`src/rtl/ahbl_pkg.sv`:
```
// Shared AHB-Lite encodings and the DMA master's state type.
// Imported by the DMA master and anything else that speaks to the same fabric.
package ahbl_pkg;

   localparam logic [1:0]  HTRANS_IDLE   = 2'b00;
   localparam logic [1:0]  HTRANS_NONSEQ = 2'b10;
   localparam logic [2:0]  HSIZE_WORD    = 3'b010;
   localparam logic [31:0] WORD_BYTES    = 32'd4;

   typedef enum logic [2:0] {
      IDLE,
      RD_A,
      RD_D,
      WR_A,
      WR_D,
      FIN
   } dma_state_t;

   // The copy engine only moves whole words, so the byte lane bits are dropped.
   function automatic logic [31:0] word_align(input logic [31:0] addr);
      return {addr[31:2], 2'b00};
   endfunction

endpackage

```
`src/rtl/ahbl_dma_master.sv`:
```
// AHB-Lite block copy initiator: one read then one write per word, never two
// transfers outstanding, configured from sideband ports.
module ahbl_dma_master
   import ahbl_pkg::*;
#(
   parameter int CNT_W = 16
) (
   input  logic             HCLK,
   input  logic             HRESET,
   input  logic             start,
   input  logic [31:0]      src_addr,
   input  logic [31:0]      dst_addr,
   input  logic [CNT_W-1:0] word_cnt,
   output logic             busy,
   output logic             done,
   output logic [31:0]      HADDR,
   output logic [1:0]       HTRANS,
   output logic [2:0]       HSIZE,
   output logic             HWRITE,
   output logic [31:0]      HWDATA,
   input  logic             HREADY,
   input  logic [31:0]      HRDATA
);

   dma_state_t       state;
   logic [31:0]      src;
   logic [31:0]      dst;
   logic [CNT_W-1:0] count;
   logic [31:0]      buffer;

   assign HSIZE = HSIZE_WORD;

   // Every bus signal is registered and only moves when HREADY completes the
   // current phase, so wait states freeze the whole protocol view.
   always_ff @(posedge HCLK or posedge HRESET) begin
      if (HRESET) begin
         state  <= IDLE;
         src    <= '0;
         dst    <= '0;
         count  <= '0;
         buffer <= '0;
         HADDR  <= '0;
         HTRANS <= HTRANS_IDLE;
         HWRITE <= 1'b0;
         HWDATA <= '0;
         busy   <= 1'b0;
         done   <= 1'b0;
      end else begin
         done <= 1'b0;
         case (state)
            IDLE: begin
               if (start) begin
                  busy <= 1'b1;
                  if (word_cnt != '0) begin
                     src    <= word_align(src_addr);
                     dst    <= word_align(dst_addr);
                     count  <= word_cnt;
                     HADDR  <= word_align(src_addr);
                     HTRANS <= HTRANS_NONSEQ;
                     HWRITE <= 1'b0;
                     state  <= RD_A;
                  end else begin
                     done  <= 1'b1;
                     state <= FIN;
                  end
               end
            end

            RD_A: begin
               if (HREADY) begin
                  HTRANS <= HTRANS_IDLE;
                  state  <= RD_D;
               end
            end

            RD_D: begin
               if (HREADY) begin
                  buffer <= HRDATA;
                  HADDR  <= dst;
                  HTRANS <= HTRANS_NONSEQ;
                  HWRITE <= 1'b1;
                  state  <= WR_A;
               end
            end

            WR_A: begin
               if (HREADY) begin
                  HTRANS <= HTRANS_IDLE;
                  HWRITE <= 1'b0;
                  HWDATA <= buffer;
                  state  <= WR_D;
               end
            end

            // Addresses wrap naturally at 32 bits; the last word ends in FIN.
            WR_D: begin
               if (HREADY) begin
                  src   <= src + WORD_BYTES;
                  dst   <= dst + WORD_BYTES;
                  count <= count - CNT_W'(1);
                  if (count == CNT_W'(1)) begin
                     done  <= 1'b1;
                     state <= FIN;
                  end else begin
                     HADDR  <= src + WORD_BYTES;
                     HTRANS <= HTRANS_NONSEQ;
                     state  <= RD_A;
                  end
               end
            end

            FIN: begin
               busy  <= 1'b0;
               state <= IDLE;
            end

            default: begin
               HTRANS <= HTRANS_IDLE;
               HWRITE <= 1'b0;
               busy   <= 1'b0;
               state  <= IDLE;
            end
         endcase
      end
   end

endmodule

```
`config.mk`:
```
export PLATFORM = sky130hd
export DESIGN_NAME = ahbl_dma_master
export DESIGN_NICKNAME = d
export VERILOG_FILES = /design/src/rtl/ahbl_pkg.sv /design/src/rtl/ahbl_dma_master.sv
export SDC_FILE = /design/constraint.sdc
export NUM_CORES = 1
export LEC_CHECK = 0
export ABC_CLOCK_PERIOD_IN_PS = 12100
export BUFFER_PORTS_ARGS = -buffer_cell sky130_fd_sc_hd__buf_2
export CORE_MARGIN = 2
export CORE_UTILIZATION = 30
export CTS_CLUSTER_SIZE = 40
export DETAILED_ROUTE_END_ITERATION = 8
export HOLD_SLACK_MARGIN = 0.08
export PLACE_DENSITY = 0.48
export SYNTH_ARGS = -nofsm -noshare
export SYNTH_HDL_FRONTEND = slang
export SYNTH_SLANG_ARGS = --single-unit
export TNS_END_PERCENT = 1
```
`constraint.sdc`:
```
create_clock -name HCLK -period 12.1 [get_ports HCLK]
set_clock_uncertainty 0.15 [all_clocks]
set_input_delay 0.605 -clock HCLK [delete_from_list [all_inputs] [get_ports HCLK]]
set_output_delay 0.605 -clock HCLK [all_outputs]
set_load 0.02 [all_outputs]
```
==> results summary, run 1 <==
After detailed routing, the average wire length per cell comes to approximately 19 µm. Setup repair after global routing left no endpoint under its margin. The full die area is between 30,000 and 40,000 µm². For this run, the number of Yosys warnings is 0. The detailed-route DRC error count is 0. TritonCTS built the clock tree. The number of global-route vias before repair came to roughly 8,300. The number of enable-type register cells in the synthesized netlist came out at 0.

Summed over all cells, the static leakage comes to between 4 and 5 nW. The arrival time reported for the critical path endpoint is between 3000 and 4000 ps. The number of instances in the synthesized netlist is about 1,000. The switching part of the total power is 0.428. The clock-pin slew reported for the worst setup and hold paths after clock tree synthesis is 80 ps. The max-cap check violation count is 0.

The number of standard cells in the final layout excluding fillers is approximately 1,600. The count of H-tree levels built during CTS came out at 4. The top fanout value on the critical path came out at 29. Setup violations remaining at the end of the flow were counted as 0. Yosys attributes the largest share of cell area to dfrtp_1 (46%), mux2_2 (7.5%), a21oi_1 (4.3%).

The post-cts resize count is 0. The area of the mapped netlist is between 9000 and 10,000 µm². The initial antenna violation count came to 6. The count of standard-cell rows came out at 66. Yosys instantiated no cell more often than dfrtp_1. The commonest cells after synthesis are dfrtp_1 (178), nand2_1 (91), a21oi_1 (85), clkbuf_1 (66), mux2_2 (65). The clock latency of the later-clocked register in the worst-skew pair is 450 ps. For this configuration, the core starts out at a cell density of 0.303. The distinct cell type count after synthesis came out at about 70. Across every metal layer, demand over resource in global routing totals 0.183. The core footprint is between 30,000 and 40,000 µm². Based on the critical path, the design can be clocked at up to roughly 0.32 GHz. STA classifies the critical path startpoint as a flop. The worst-margin pin slew is approximately 1200 ps.

The vertical die dimension came out at around 180 µm. The maximum number of pins on one net before global-route repair is approximately 110. The first-pass detailed-route iteration total is 5. The leading area contributor after synthesis is dfrtp_1. The aggregate negative setup slack came out at 0 ps.

The run finished with clean final reports. The die outline width came out at roughly 180 µm. Counting tap cells, the placed design contains a total of ~1,600 instances. The worst relative slew slack is 0.227. The count of hold-fix buffers inserted at cts came out at 0.

The number of violations reported at the end of detailed-routing iteration 0 came out at roughly 700. The clock drives roughly 180 sinks. Internal power comes to around 1.7 mW. The flip-flop and latch count after synthesis came out at about 180. The nature of the critical path endpoint is a flop. The final antenna-violating net count is 0. Counting along the longest clock path gives a buffer depth of 2. The proportion of register bits with asynchronous set or reset after synthesis came out at 1.00. The weighted congestion at the end of routability-driven global placement came out at approximately 0.76. The number of buffers created by CTS came out at 17. In this run the post-CTS setup repair buffer count came out at 0. The relative area change from synthesis to final layout came out at 18.6%. The path class of the tightest hold or removal check is in2async. The via total after detailed routing is about 8,600. The total overflow reported by the global router is 0. The required time at the endpoint of the critical path came out at ~12,000 ps. The count of port buffers added during placement came out at approximately 180. The number of fill cells in the layout is roughly 3,300. The post-detailed-route via-to-cell ratio is 5.36.

The HPWL after detailed placement is ~21,000 µm. The relative contribution of sequential cells to total power is 0.394. The critical path class is reg2reg.

The net switching power came out at ~1.3 mW. The reg-to-reg setup timing slack is roughly 9000 ps. The I/O pin count came out at ~190. The clock period minus final worst setup slack is roughly 3200 ps. In this run the power density over the cells is between 200 and 300 nW/µm².

The count of final max-slew check failures came out at 0. For this run, the share of the core covered by cells in the final layout is 0.359. The clock share of power is 0.191. The worst ir drop on vdd is about 0.11 mV. The share of total power dissipated in combinational logic is 0.415. The final hold violation count came out at 0.

Summed over all layers, the routed wires come to a little over 30,000 µm. The share of cells above drive strength 1 is 0.266. The first-pass GRT wire length is 47,900 µm. The per-instance average area after synthesis came out at 9.50 µm².

The final cycle utilization of the critical path came out at 0.261. The sequential cell area fraction in the yosys report came out at 0.455. The clock tree root buffer cell is clkbuf_16. Among all flip-flop cells after synthesis, the most frequent one is dfrtp_1. The final layout contains 1,276 nets. The area fraction of the dominant cell type after synthesis came out at 0.455.
per-stage QoR:
| step | power, mW | worst slack (ps) | area (µm²) | hold WS (ps) |
|---|---|---|---|---|
| floorplan | 2.05 | 6510 | 9790 | 301 |
| global placement | 2.44 | 8760 | 11000 | 326 |
| detailed placement | 2.47 | 8690 | 11000 | 329 |
| CTS | 3.06 | 8950 | 11600 | 213 |
| global route | 3.25 | 8640 | 11600 | 215 |
| finish | 3.03 | 8940 | 11600 | 215 |
cell usage in the layout, fill, tap and decap left out, drive strengths merged, types with 12 or more instances in the layout:
cell type / instances
nor3: 28
buf: 193
nand3: 31
nor4: 22
nand4: 24
a22o: 12
dfrtp: 178
nor2: 62
o21ai: 67
nand2: 91
mux2: 73
o22ai: 18
inv: 32
a21oi: 85
a22oi: 18
mux2i: 13
clkbuf: 17
a31oi: 24
cells by family (layout without fill, tap and decap cells):
| kind of cell | after synthesis | in the layout | synth area share |
|---|---|---|---|
| compound gates | 321 | 321 | 0.215 |
| xor+xnor | 14 | 14 | 0.0125 |
| fa+ha+maj | 4 | 4 | 0.00512 |
| buf+inv | 111 | 247 | 0.0474 |
| flops | 178 | 178 | 0.455 |
| mux | 86 | 86 | 0.100 |
| other cells | 2 | 5 | 0.000768 |
| simple gates | 314 | 314 | 0.163 |
state kept, by name, indices dropped and copies added (netlist names), 3 cells and up:
name,flops
HADDR,31
HWDATA,32
buffer,32
count,16
dst,30
src,30
state,3
power by group through the flow:
stage	combinational (mW)	clock [mW]	sequential [mW]
2_1_floorplan	0.832	0	1.22
3_3_place_gp	1.25	0	1.19
3_5_place_dp	1.27	0	1.20
4_1_cts	1.27	0.597	1.19
5_1_grt	1.39	0.623	1.24
6_report	1.26	0.580	1.19
final timing paths:
| check | startpoint | end | depth (start not counted) |
|---|---|---|---|
| max in group asynchronous | HRESET | HADDR[30]$_DFFE_PP0P_ | 3 |
| setup reg to reg | state[0]$_DFFE_PP0P_ | HADDR[11]$_DFFE_PP0P_ | 5 |
| hold / removal | HRESET | count[10]$_DFFE_PP0P_ | 2 |
| min in group HCLK | HRDATA[1] | buffer[1]$_DFFE_PP0P_ | 2 |
| hold reg to reg | count[11]$_DFFE_PP0P_ | count[11]$_DFFE_PP0P_ | 1 |
| setup / recovery | state[0]$_DFFE_PP0P_ | HADDR[11]$_DFFE_PP0P_ | 5 |
final cells by class:
cell class	count	area [µm²]	share of cell area
Timing Repair Buffer	193	1000	0.0863
Clock inverter	14	166	0.0143
Antenna cell	1	2.50	0.000216
Sequential cell	178	4450	0.384
Inverter	23	91.3	0.00787
Clock buffer	17	425	0.0367
Multi-Input combinational cell	743	4910	0.423
Tap cell	442	553	0.0477
worst max-delay path, cell delays in order (launching register included):
cell and delay [ps]:
dfrtp_1 870, nor3b_4 80, and4b_1 270, a211o_2 410, nor2_4 870, mux2_4 350
per-layer routing:
metal | share of wire | wire length, µm | track usage
met5 | 0.0018 | 55 | 0
met4 | 0.014 | 446 | 0.0496
met3 | 0.049 | 1500 | 0.0368
met2 | 0.47 | 14600 | 0.294
met1 | 0.46 | 14200 | 0.251
Note: power is estimated with default switching activity, not from simulation.
==> inputs of run 2 (changes only) <==
Settings changed: ABC_CLOCK_PERIOD_IN_PS 12100 to 2800, PLACE_DENSITY 0.48 to 0.49.
Clock period 12.1 ns to 2.8 ns, I/O delays scaled along.
==> run 2 against run 1 <==
- utilization up 4.5 points
- sequential share of layout area decreased by 4.3 points
- global-route usage grew 0.72 points
- worst setup slack worse by 8800 ps
- cell area increased by 13%
- largest cell class unchanged
==> results summary, run 2 (synthesis results as in run 1) <==
The setup path with the least slack is of type reg2reg. The min-delay analysis places its worst path in the category in2async. The maximum number of pins on one net before global-route repair came out at around 130. The leakage power total is between 5 and 6 nW. The count of port buffers added during placement is 179. The net switching power is about 5.7 mW. The detail route stage leaves a number of antenna-violating nets equal to 0. The worst ir drop on vdd came out at around 0.56 mV. Of all nets on the critical path, the largest fanout is 15.

The routed wire length came out at roughly 32,000 µm. The switching part of the total power came out at 0.422. The largest registers in the layout are HWDATA (32), buffer (32), HADDR (31). Of the total power, registers draw 0.372. The net count of the finished layout is around 1,400. In this run, CTS created clock tree buffers numbering 17.

In this run the deepest clock path goes through 2 buffers. The first global-routing pass estimated roughly 50,000 µm of wire. The clock tree root buffer cell is clkbuf_16. The clock-pin slew reported for the worst setup and hold paths after clock tree synthesis came out at roughly 80 ps. The library cell used most frequently in the layout, excluding fill and tap cells, is buf_2. The weighted congestion at the end of routability-driven global placement is 0.788. The number of violations reported at the end of detailed-routing iteration 0 is approximately 570.

The sink count of the clock tree came out at approximately 180. The worst setup timing slack at the placement stage came out at -49.5 ps. The total routing usage reported by global routing came out at 0.190. The share of power burned in combinational logic came out at 0.442. The relative area change from synthesis to final layout came out at 33.5%. The max-cap check violation count came out at 0. In the layout the commonest cells are buf_2 (179), dfrtp_1 (178), dlygate4sd3_1 (111).

The total of endpoints with negative setup slack in the final report came out at 0. The worst-margin pin slew is roughly 720 ps. The starting utilization of the core area is 0.303.

The detailed-route DRC error count is 0. After global routing the overflow that remains totals 0. The count of standard-cell rows is 66. The vertical die dimension came out at 185 µm. The worst setup path is captured at a flop.

The total power divided by cell area is just over 1000 nW/µm². The post-detailed-route wirelength per cell is 18.2 µm. The die covers between 30,000 and 40,000 µm². The final cell utilization of the core came out at 0.405. The final cycle utilization of the critical path came out at 0.949. The worst relative slew slack is 0.517.

The post-detailed-route via-to-cell ratio came out at around 5.2. The die outline width is 185 µm. The number of global-route vias before repair is around 8,800.

Setup repair after global routing left no endpoint under its margin. The number of standard cells in the final layout excluding fillers is ~1,800. The count of final max-slew check failures was 0. After layout, the minimum clock period comes to ~2700 ps.

The CTS tree is yes. The arrival time reported for the critical path endpoint came out at between 2000 and 3000 ps. The initial antenna violation count came out at 0. The count of H-tree levels built during CTS is 4. For this run, the top clock speed supported by timing is between 0.3 and 0.4 GHz. The via total after detailed routing is between 9,000 and 10,000. The run finished with clean final reports. The clock share of power is 0.186.

The core footprint came out at ~32,000 µm². The final hold violation count was 0. The share of cells above drive strength 1 came out at 0.261. The startpoint kind of the worst setup timing path is a flop.

Cell internal power was estimated by the tool at around 8 mW. The finished layout cell area came out at 13,100 µm². After layout, the worst setup slack is 143 ps. In this run the cell area measured after placement is between 10,000 and 15,000 µm². The HPWL after detailed placement came out at ~22,000 µm. The I/O pin count came out at 188. Clock latency on the worst-skew pair, taken at its later pin, is around 450 ps.

The instance count after placement with tap cells included came out at 1,610. Before antenna repair, the detailed router went through 6 iterations. The required time at the endpoint of the critical path came out at about 3000 ps.
==> run 2: cell count changes in the layout (fill, tap and decap cells not counted) <==
cell | previous run | this run
buf_12 | 0 | 8
buf_4 | 14 | 37
clkbuf_1 | 0 | 1
clkinvlp_4 | 0 | 2
dlygate4sd3_1 | 0 | 111
inv_6 | 8 | 5
inv_8 | 2 | 3
nor2_4 | 1 | 2
==> run 2: cell type report <==
class / count / area [µm²]
clock inverter: 14 / 168
fill: 3274 / 19200
tap: 442 / 553
multi-input combinational: 744 / 4920
inverter: 23 / 90.1
timing repair buffer: 335 / 2440
clock buffer: 18 / 429
sequential: 178 / 4450
antenna: 1 / 2.50
==> run 2: path summary, 6_finish.rpt <==
kind / slack [ps] / to / cells past startpoint / start
min: 230 / HADDR[24]$_DFFE_PP0P_ / 4 / HRESET
min reg2reg: 350 / buffer[12]$_DFFE_PP0P_ / 1 / buffer[12]$_DFFE_PP0P_
max reg2reg: 140 / HADDR[15]$_DFFE_PP0P_ / 7 / count[1]$_DFFE_PP0P_
min in group HCLK: 310 / buffer[9]$_DFFE_PP0P_ / 3 / HRDATA[9]
max: 140 / HADDR[15]$_DFFE_PP0P_ / 7 / count[1]$_DFFE_PP0P_
max in group asynchronous: 1750 / count[2]$_DFFE_PP0P_ / 4 / HRESET
==> run 2: power groups by stage <==
stage | Sequential (mW) | Clock (mW) | Combinational, mW
finish | 5.04 | 2.52 | 5.98
global route | 5.24 | 2.69 | 6.57
CTS | 5.03 | 2.58 | 6.04
detailed placement | 5.07 | 0 | 5.86
global placement | 5.04 | 0 | 5.79
floorplan | 5.26 | 0 | 3.60
==> run 2: per-stage QoR <==
| step | power, mW | TNS [ps] | hold slack, ps |
|---|---|---|---|
| final | 13.5 | 0 | 229 |
| after floorplan | 8.85 | 0 | 140 |
| after global placement | 10.8 | -390 | 193 |
| after CTS | 13.7 | 0 | 263 |
| after detailed placement | 10.9 | -368 | 188 |
| after global routing | 14.5 | 0 | 278 |
==> run 2: repair_timing <==
item / 4_1_cts / 5_1_grt
setup buffers: 0 / 0
endpoints found under the setup margin: 8 / 13
gates cloned: 1 / 0
hold endpoints to repair: 318 / 0
gates resized for setup: 0 / 1
hold buffers: 111 / 0
pin swaps: 1 / 1
==> run 2: per-layer routing <==
layer / GRT usage / up-vias / routed length (µm)
met1: 0.264 / 4497 / 14700
met5: 0 / - / 0
li1: - / 4401 / -
met3: 0.0318 / 28 / 1540
met2: 0.308 / 261 / 15400
met4: 0.0499 / 0 / 437
==> run 2: worst max-delay path, cell delays in order, from the launching register on <==
cell	delay, ps
dfrtp_1	370
inv_1	80
ha_1	180
nor4b_1	130
and4b_1	230
a211o_2	440
nor2_4	580
mux2_4	350
